$ cat config.mk
export PLATFORM = sky130hd
export DESIGN_NAME = alu_op_sequencer
export DESIGN_NICKNAME = d
export VERILOG_FILES = /design/src/rtl/alu_op_sequencer.sv
export SDC_FILE = /design/constraint.sdc
export NUM_CORES = 1
export LEC_CHECK = 0
export CORE_MARGIN = 2
export CORE_UTILIZATION = 30
export CTS_BUF_LIST = sky130_fd_sc_hd__clkbuf_4 sky130_fd_sc_hd__clkbuf_8
export DETAILED_ROUTE_END_ITERATION = 6
export GPL_TIMING_DRIVEN = 0
export SETUP_SLACK_MARGIN = 0.5
export SLEW_MARGIN = 20
export SYNTH_ARGS = -nofsm -noshare
export SYNTH_HDL_FRONTEND = slang
export SYNTH_SLANG_ARGS = --single-unit
$ cat constraint.sdc
create_clock -name clock -period 4.7 [get_ports clock]
set_input_delay 0.47 -clock clock [delete_from_list [all_inputs] [get_ports clock]]
set_output_delay 0.47 -clock clock [all_outputs]
set_load 0.01 [all_outputs]
$ cat src/rtl/alu_op_sequencer.sv
// rtl/alu_op_sequencer.sv - issue controller and iterative MUL/DIV engine in front of the combinational ALU
// Optional feature macro: ALU_SEQ_EARLY_EXIT_EN (MUL stops iterating once the remaining multiplier is zero)
module alu_op_sequencer #(
  parameter int WIDTH = 32,
  parameter int OP_W  = 4
) (
  input  logic             clock,
  input  logic             clear,
  input  logic             req_valid,
  output logic             req_ready,
  input  logic [OP_W-1:0]  req_op,
  input  logic [WIDTH-1:0] req_a,
  input  logic [WIDTH-1:0] req_b,
  output logic [OP_W-1:0]  alu_op,
  output logic [WIDTH-1:0] alu_a,
  output logic [WIDTH-1:0] alu_b,
  input  logic [WIDTH-1:0] alu_result,
  output logic             rsp_valid,
  input  logic             rsp_ready,
  output logic [WIDTH-1:0] rsp_lo,
  output logic [WIDTH-1:0] rsp_hi,
  output logic             div_by_zero,
  output logic             busy
);

  localparam int CNT_W = $clog2(WIDTH);
  localparam logic [OP_W-1:0] OP_MUL = OP_W'(6);
  localparam logic [OP_W-1:0] OP_DIV = OP_W'(7);

  typedef enum logic [2:0] {S_IDLE, S_ISSUE, S_ITER, S_FIX, S_DONE} state_t;

  state_t             state_q, state_d;
  logic [OP_W-1:0]    alu_op_q, alu_op_d;
  logic [WIDTH-1:0]   alu_a_q, alu_a_d;
  logic [WIDTH-1:0]   alu_b_q, alu_b_d;
  logic [WIDTH-1:0]   rsp_lo_q, rsp_lo_d;
  logic [WIDTH-1:0]   rsp_hi_q, rsp_hi_d;
  logic               dbz_q, dbz_d;
  // MUL: acc = running product, mcand = |a| shifted left, mplier = |b| shifted right.
  // DIV: acc = {remainder, dividend/quotient}, mcand[WIDTH-1:0] = |b|.
  logic [2*WIDTH-1:0] acc_q, acc_d;
  logic [2*WIDTH-1:0] mcand_q, mcand_d;
  logic [WIDTH-1:0]   mplier_q, mplier_d;
  logic [CNT_W-1:0]   cnt_q, cnt_d;

  logic               req_is_long;
  logic               req_div_zero;
  logic               skip_iter;
  logic               op_is_mul;
  logic [WIDTH-1:0]   abs_a, abs_b;
  logic [2*WIDTH-1:0] mul_acc_next;
  logic [WIDTH-1:0]   mplier_next;
  logic [WIDTH:0]     rem_ext;
  logic [WIDTH:0]     rem_diff;
  logic [2*WIDTH-1:0] div_acc_next;
  logic               last_iter;
  logic               res_neg;
  logic [2*WIDTH-1:0] prod_signed;
  logic [WIDTH-1:0]   quo_signed, rem_signed;

  assign abs_a        = req_a[WIDTH-1] ? -req_a : req_a;
  assign abs_b        = req_b[WIDTH-1] ? -req_b : req_b;
  assign req_div_zero = (req_op == OP_DIV) && (req_b == '0);
  assign req_is_long  = (req_op == OP_MUL) || (req_op == OP_DIV);
  assign op_is_mul    = (alu_op_q == OP_MUL);

`ifdef ALU_SEQ_EARLY_EXIT_EN
  assign skip_iter = (req_op == OP_MUL) && (req_b == '0);
`else
  assign skip_iter = 1'b0;
`endif

  // One shift-add step and one restoring-divide step, selected by the latched opcode
  always_comb begin
    mul_acc_next = mplier_q[0] ? (acc_q + mcand_q) : acc_q;
    mplier_next  = mplier_q >> 1;
    rem_ext      = acc_q[2*WIDTH-1:WIDTH-1];
    rem_diff     = rem_ext - {1'b0, mcand_q[WIDTH-1:0]};
    if (rem_diff[WIDTH]) begin
      div_acc_next = {rem_ext[WIDTH-1:0], acc_q[WIDTH-2:0], 1'b0};
    end else begin
      div_acc_next = {rem_diff[WIDTH-1:0], acc_q[WIDTH-2:0], 1'b1};
    end
  end

  // Iteration termination: fixed count, or remaining multiplier exhausted when enabled
  always_comb begin
    last_iter = (cnt_q == CNT_W'(WIDTH - 1));
`ifdef ALU_SEQ_EARLY_EXIT_EN
    if (op_is_mul && (mplier_next == '0)) begin
      last_iter = 1'b1;
    end
`endif
  end

  // Sign restoration of the magnitude results
  always_comb begin
    res_neg     = alu_a_q[WIDTH-1] ^ alu_b_q[WIDTH-1];
    prod_signed = res_neg ? -acc_q : acc_q;
    quo_signed  = res_neg ? -acc_q[WIDTH-1:0] : acc_q[WIDTH-1:0];
    rem_signed  = alu_a_q[WIDTH-1] ? -acc_q[2*WIDTH-1:WIDTH] : acc_q[2*WIDTH-1:WIDTH];
  end

  // State and datapath registers; clear abandons any op in flight
  always_ff @(posedge clock) begin
    if (clear) begin
      state_q  <= S_IDLE;
      alu_op_q <= '0;
      alu_a_q  <= '0;
      alu_b_q  <= '0;
      rsp_lo_q <= '0;
      rsp_hi_q <= '0;
      dbz_q    <= 1'b0;
      acc_q    <= '0;
      mcand_q  <= '0;
      mplier_q <= '0;
      cnt_q    <= '0;
    end else begin
      state_q  <= state_d;
      alu_op_q <= alu_op_d;
      alu_a_q  <= alu_a_d;
      alu_b_q  <= alu_b_d;
      rsp_lo_q <= rsp_lo_d;
      rsp_hi_q <= rsp_hi_d;
      dbz_q    <= dbz_d;
      acc_q    <= acc_d;
      mcand_q  <= mcand_d;
      mplier_q <= mplier_d;
      cnt_q    <= cnt_d;
    end
  end

  // Next-state logic
  always_comb begin
    state_d = state_q;
    case (state_q)
      S_IDLE: begin
        if (req_valid) begin
          if (req_div_zero || !req_is_long) state_d = S_ISSUE;
          else if (skip_iter)               state_d = S_FIX;
          else                              state_d = S_ITER;
        end
      end
      S_ISSUE: state_d = S_DONE;
      S_ITER:  if (last_iter) state_d = S_FIX;
      S_FIX:   state_d = S_DONE;
      S_DONE:  if (rsp_ready) state_d = S_IDLE;
      default: state_d = S_IDLE;
    endcase
  end

  // Datapath next values: operand latch, iteration steps, result capture
  always_comb begin
    alu_op_d = alu_op_q;
    alu_a_d  = alu_a_q;
    alu_b_d  = alu_b_q;
    rsp_lo_d = rsp_lo_q;
    rsp_hi_d = rsp_hi_q;
    dbz_d    = dbz_q;
    acc_d    = acc_q;
    mcand_d  = mcand_q;
    mplier_d = mplier_q;
    cnt_d    = cnt_q;
    case (state_q)
      S_IDLE: begin
        if (req_valid) begin
          alu_op_d = req_op;
          alu_a_d  = req_a;
          alu_b_d  = req_b;
          cnt_d    = '0;
          mplier_d = abs_b;
          if (req_op == OP_DIV) begin
            acc_d   = {{WIDTH{1'b0}}, abs_a};
            mcand_d = {{WIDTH{1'b0}}, abs_b};
          end else begin
            acc_d   = '0;
            mcand_d = {{WIDTH{1'b0}}, abs_a};
          end
        end
      end
      S_ISSUE: begin
        // Only a zero-divisor DIV ever reaches ISSUE with the DIV opcode
        if (alu_op_q == OP_DIV) begin
          rsp_lo_d = '1;
          rsp_hi_d = alu_a_q;
          dbz_d    = 1'b1;
        end else begin
          rsp_lo_d = alu_result;
          rsp_hi_d = '0;
          dbz_d    = 1'b0;
        end
      end
      S_ITER: begin
        cnt_d = cnt_q + 1'b1;
        if (op_is_mul) begin
          acc_d    = mul_acc_next;
          mcand_d  = mcand_q << 1;
          mplier_d = mplier_next;
        end else begin
          acc_d = div_acc_next;
        end
      end
      S_FIX: begin
        dbz_d = 1'b0;
        if (op_is_mul) begin
          rsp_lo_d = prod_signed[WIDTH-1:0];
          rsp_hi_d = prod_signed[2*WIDTH-1:WIDTH];
        end else begin
          rsp_lo_d = quo_signed;
          rsp_hi_d = rem_signed;
        end
      end
      S_DONE: begin
        if (rsp_ready) dbz_d = 1'b0;
      end
      default: ;
    endcase
  end

  // Outputs decoded from state plus registered values
  always_comb begin
    req_ready   = (state_q == S_IDLE);
    busy        = (state_q != S_IDLE);
    rsp_valid   = (state_q == S_DONE);
    alu_op      = alu_op_q;
    alu_a       = alu_a_q;
    alu_b       = alu_b_q;
    rsp_lo      = rsp_lo_q;
    rsp_hi      = rsp_hi_q;
    div_by_zero = dbz_q;
  end

endmodule

Yosys cells after proc, flatten, opt, wreduce, memory -nomap -nowiden:

Index checks and enable logic that the tools add are counted.

* input port bits: 104
* flip-flop bits (word level): 301
* output and inout port bits: 136
* word-level logic and storage cells: 85

* equal/unequal tests: 14
* bitwise gates (word level): 1
* $add $sub $neg: 8
* multiplexer cells: 34
* reductions and logical operators: 17

Operators with widths (number)
* 64-bit two-way mux: 7
* 32-bit two-way mux: 12
* 64-bit one-hot mux with 2 select lines: 2
* 32-bit one-hot mux with 2 select lines: 3
* 32-bit negation: 4
* 64-bit adder: 1
* 64-bit negation: 1
* 33-bit by 32-bit subtractor with 33-bit output: 1
* 32-bit zero test: 1
* 4-bit by 3-bit equality test with 1-bit output, second input constant: 4
* 3-bit one-hot mux with 4 select lines: 1
* 5-bit one-hot mux with 2 select lines: 1
* 3-bit two-way mux: 3
* 3-bit AND reduction: 3
* 3-bit by 2-bit equality test with 1-bit output, second input constant: 2
* 2-bit inequality test, second input constant: 3
* 2-bit AND reduction: 3
* 3-bit nonzero test: 2
* 5-bit by 1-bit adder with 5-bit output, second input constant: 1
* 5-bit equality test, second input constant: 1
* 5-bit two-way mux: 1
* 2-bit nonzero test: 2
* 3-bit by 1-bit equality test with 1-bit output, second input constant: 1
* 3-bit equality test, second input constant: 1
* 11 further kinds: 13

Longest topological paths before layout:

* word-level depth: 7
* gate-level depth with buffers: 16
* mapped depth without buffers: 14

Worst setup path after synthesis:

No wires, ideal clock.

* kind: register to register
* start point: register acc_q[31]
* end point: register acc_q[38]
* arrival time: 3.240 ns
* library setup time: 0.128 ns
* clock period less this slack: 3.368 ns
* cell stages (with the launch flop): 15
* setup slack: 1.332 ns
* path buffers: 1
* required time: 4.572 ns
* cell sequence: dfxtp_1 inv_1 ha_1 fa_1 nand2b_1 a211oi_1 o211ai_1 and4_1 o31ai_1 a21oi_1 xnor2_1 buf_2 mux2_1 a222oi_1 nor2_1

* cells in the longest elaborated chain, start to end: 4
* elaborated cells between the ends (all ways): 6
* those cells by class: add/sub (2); mux (4)

Ends and longest elaborated chain
* start: declaration: line 41 `logic [2*WIDTH-1:0] acc_q, acc_d;`
* start signal: assignment: line 114 `acc_q <= '0;`
* start signal: assignment: line 126 `acc_q <= acc_d;`
* 64-bit adder / 33-bit by 32-bit subtractor with 33-bit output (equally long branches): line 75, 78
* 64-bit two-way mux, on equally long branches: line 75, 79
* 64-bit two-way mux (*): line 195 `if (op_is_mul) begin`
* 64-bit one-hot mux with 2 select lines (*): line 164 `case (state_q)`

Mark *: on every way between the ends. The rest lies on a longest branch, timed or not. The select of a mux whose other input is x is not followed.
A chain may end at the register's enable or synchronous reset.

Final worst setup path:

* start point: register acc_q[6]
* end point: register acc_q[63]

* cells in the longest elaborated chain, start to end: 4

Ends and longest elaborated chain
* 64-bit adder: line 75 `mul_acc_next = mplier_q[0] ? (acc_q + mcand_q) : acc_q;`
* 64-bit two-way mux: line 75
* 64-bit two-way mux: line 195
* 64-bit one-hot mux with 2 select lines: line 164

Every way passes these cells. The select of a mux whose other input is x is not followed.

==> metrics.md <==
| Metric | Value |
|---|---|
| Status | `completed` |
| CP required | `5310 ps` |
| GRT Total Usage | `26.2%` |
| Iter 0 DRT Violations | `2639` |
| Total grt overflow | `0` |
| RSZ-0062 raised after global routing | `yes` |
| Setup CP Type | `register to register` |
| Drt drc | `0` |
| Post-synthesis async set-or-reset flop share | `0%` |
| Reg-to-reg endpoint | `acc_q[63]$_SDFFE_PP0P_` |
| Max Buffers Root-to-Sink | `3` |
| First-pass GRT wire length | `140000 um` |
| Most common cell after layout, fill and taps aside | `nand2_1` |
| Vias in the first global route | `21721` |
| ANT nets after route | `0` |
| Via count | `23489` |
| Leading area contributor after synthesis | `dfxtp_1` |
| Worst min path class | `input pin to register` |
| Synth Register Bits | `301` |
| Final net count | `3358` |
| Largest net degree at the start of global routing | `15` |
| Synth cell types | `76` |
| Synth Warn # | `0` |
| Worst Path Arrival | `4660 ps` |
| Reg2reg setup slack | `660 ps` |
| Rows | `96` |
| DPL Wire Length | `approximately 80000 um` |
| DR vias/cell | `5.70` |
| Maximum VDD drop | `0.211 mV` |
| Final setup viols | `0` |
| Final GP Congestion | `0.990` |
| Top FF cell, synth | `dfxtp_1` |
| Syn Inst Count | `about 2900` |
| Synthesized Nets | `3063` |
| Leakage power figure | `9.68 nW` |
| Share of the synthesized area in the top cell type | `29.0%` |
| TritonCTS clock tree | `done` |
| Synthesized cell area | `approximately 0.021 sq mm` |
| Critical Path Source Type | `register` |
| DRT Pass-1 Iters | `6` |
| Post-synth EDFFs | `0` |
| DIE WIDTH | `267 um` |
| Layout Utilization | `37.2%` |
| I/O pin cnt | `240` |
| Synth area leaders | `dfxtp_1 (29%), a21oi_1 (8.0%), nand2_1 (7.9%)` |
| PwrDens | `292 mW/mm^2` |
| Worst skew pair latency | `680 ps` |
| Sink Count | `301` |
| Clk root buf | `clkbuf_8` |
| Worst Tran Pin Value | `1130 ps` |
| Worst Path Max Fanout | `8` |
| Clk pin slew, worst setup/hold paths | `roughly 60 ps` |
| Syn-to-layout area delta | `22.7%` |
| CP Capture Type | `register` |
| Fillers | `between 7000 and 8000` |
| Port bufs | `238` |
| Num CTS Buffers | `52` |
| Avg WL per Cell | `roughly 24 um` |
| Max Slew Vio Count | `0` |
| Hold path cells | `3` |
| FMAX | `between 200 and 250 MHz` |
| Layout cell share with drive strength beyond 1 | `between 4 and 5%` |
| Core Region | `approximately 0.07 sq mm` |
| Tmin final | `4040 ps` |
| H-Tree Depth | `2` |
| Sink of the worst hold path | `alu_op[3]$_SDFFE_PP0P_` |
| Final period util | `a little under nine tenths` |
| Max-cap viol count | `0` |
| Clk_skew | `30.7 ps` |
| Mean post-synth cell area | `7.27 sq um` |
| Worst r2r path cells | `12` |
| Most frequent cells in the layout | `nand2_1 (439), a21oi_1 (332), nor2_1 (311)` |
| R2R Path Start | `acc_q[6]$_SDFFE_PP0P_` |
| Starting density of the core | `between 30% and 40%` |
| Vert. Die Dim | `around 270 um` |
| Initial antenna violation count | `6` |
| Hold Path Origin | `req_op[3]` |
| Register area share after synthesis | `29.0%` |
| Final setup TNS | `0 ps` |
| Slew Limit Headroom | `24.6%` |
| DIE AREA | `0.0713 sq mm` |
| Final Hold Fails | `0` |
| Wirelength, routed | `roughly 97000 um` |
## routing by layer
metal,vias up,global-route usage (%),share of wire [%]
li1,10869,-,-
met1,11077,35.9,42
met5,-,0,0.037
met2,1270,40.7,43
met3,267,4.52,9.7
met4,6,10.7,4.3
## worst max-delay path, stage by stage (launching register included)
cell and delay [ps]:
dfxtp_1 600, ha_1 380, a211oi_1 300, o211ai_1 160, a221o_1 380, o31a_1 300
o21ai_1 380, a41o_1 300, o31a_1 300, nor4_1 150, or4_1 490, nand3_1 120
a221o_1 130
## power breakdown
part	internal (mW)	total (mW)	switching, mW	leakage, nW
sequential	2.71	2.91	0.202	2.46
clock	1.46	2.67	1.21	0.586
combinational	0.675	1.85	1.18	6.64
## logic make-up after synthesis
family | synth area share (%)
and+or+nand+nor | 22.7
adders and majority gates | 6.28
buffers and inverters | 4.73
DFF | 29.0
muxes | 1.64
AOI/OAI and AO/OA | 27.1
xor gates and xnor gates | 8.60
## cells in the mapped netlist (all sizes together), types with 4 or more instances
master,count
xor2,103
o31ai,31
a31oi,23
o221ai,25
buf,21
nand2,439
a311oi,21
and2,9
xnor2,101
nor2,312
mux2,8
o21a,13
nand3,81
nand4,28
a221oi,32
a21o,40
nor4,20
o31a,9
mux2i,25
a21boi,8
o211ai,25
ha,101
nand4b,4
nor2b,7
nor3,73
or4,15
o41ai,11
o22ai,10
nor3b,5
nand3b,4
o21ai,153
a221o,9
and3,11
dfxtp,301
a21oi,332
or3,31
clkbuf,167
a211oi,82
nand2b,14
a22oi,18
or2,9
o21bai,19
inv,70
## worst max path at each step
stage | startpoint | endpoint | cells past startpoint
after floorplan | acc_q[31]$_SDFFE_PP0P_ | acc_q[38]$_SDFFE_PP0P_ | 14
after global placement | acc_q[0]$_SDFFE_PP0P_ | acc_q[58]$_SDFFE_PP0P_ | 13
after detailed placement | acc_q[32]$_SDFFE_PP0P_ | acc_q[59]$_SDFFE_PP0P_ | 13
after CTS | mcand_q[18]$_SDFFE_PP0P_ | acc_q[59]$_SDFFE_PP0P_ | 14
after global routing | mcand_q[20]$_SDFFE_PP0P_ | acc_q[55]$_SDFFE_PP0P_ | 15
final | acc_q[6]$_SDFFE_PP0P_ | acc_q[63]$_SDFFE_PP0P_ | 12
## sequential cells by signal (all words and copies together), names as in the netlist
signal       cells
div_by_zero      1
cnt_q            5
alu_a           32
state_q          3
alu_b           32
rsp_lo          32
mcand_q         64
rsp_hi          32
acc_q           64
alu_op           4
mplier_q        32
## per-stage QoR
stage	hold slack, ps	power [mW]	instances	area, sq um	setup slack, ps
after CTS	342	7.39	4113	25400	566
after detailed placement	444	4.74	4026	24300	292
after floorplan	431	3.91	2856	20800	1330
final	374	7.43	4119	25500	658
after global routing	371	7.69	4118	25500	493
after global placement	440	4.73	4025	24300	7.98
## timing repair
action,in CTS,in global routing
hold buffers,0,0
buffers inserted,0,2
pin swaps,0,2
endpoints found under the setup margin,30,31
resized for setup,2,13
## layout make-up
cell class / count / area, sq um / area share [%]
Clock buffer: 71 / 902 / 3.54
Sequential cell: 301 / 6030 / 23.7
Timing Repair Buffer: 241 / 2410 / 9.44
Multi-Input combinational cell: 2297 / 13800 / 54.1
Clock inverter: 16 / 195 / 0.766
Antenna cell: 4 / 10.0 / 0.0393
Buffer: 188 / 727 / 2.85
Tap cell: 931 / 1160 / 4.57
Inverter: 70 / 263 / 1.03
(Power assumes the default switching activity.)
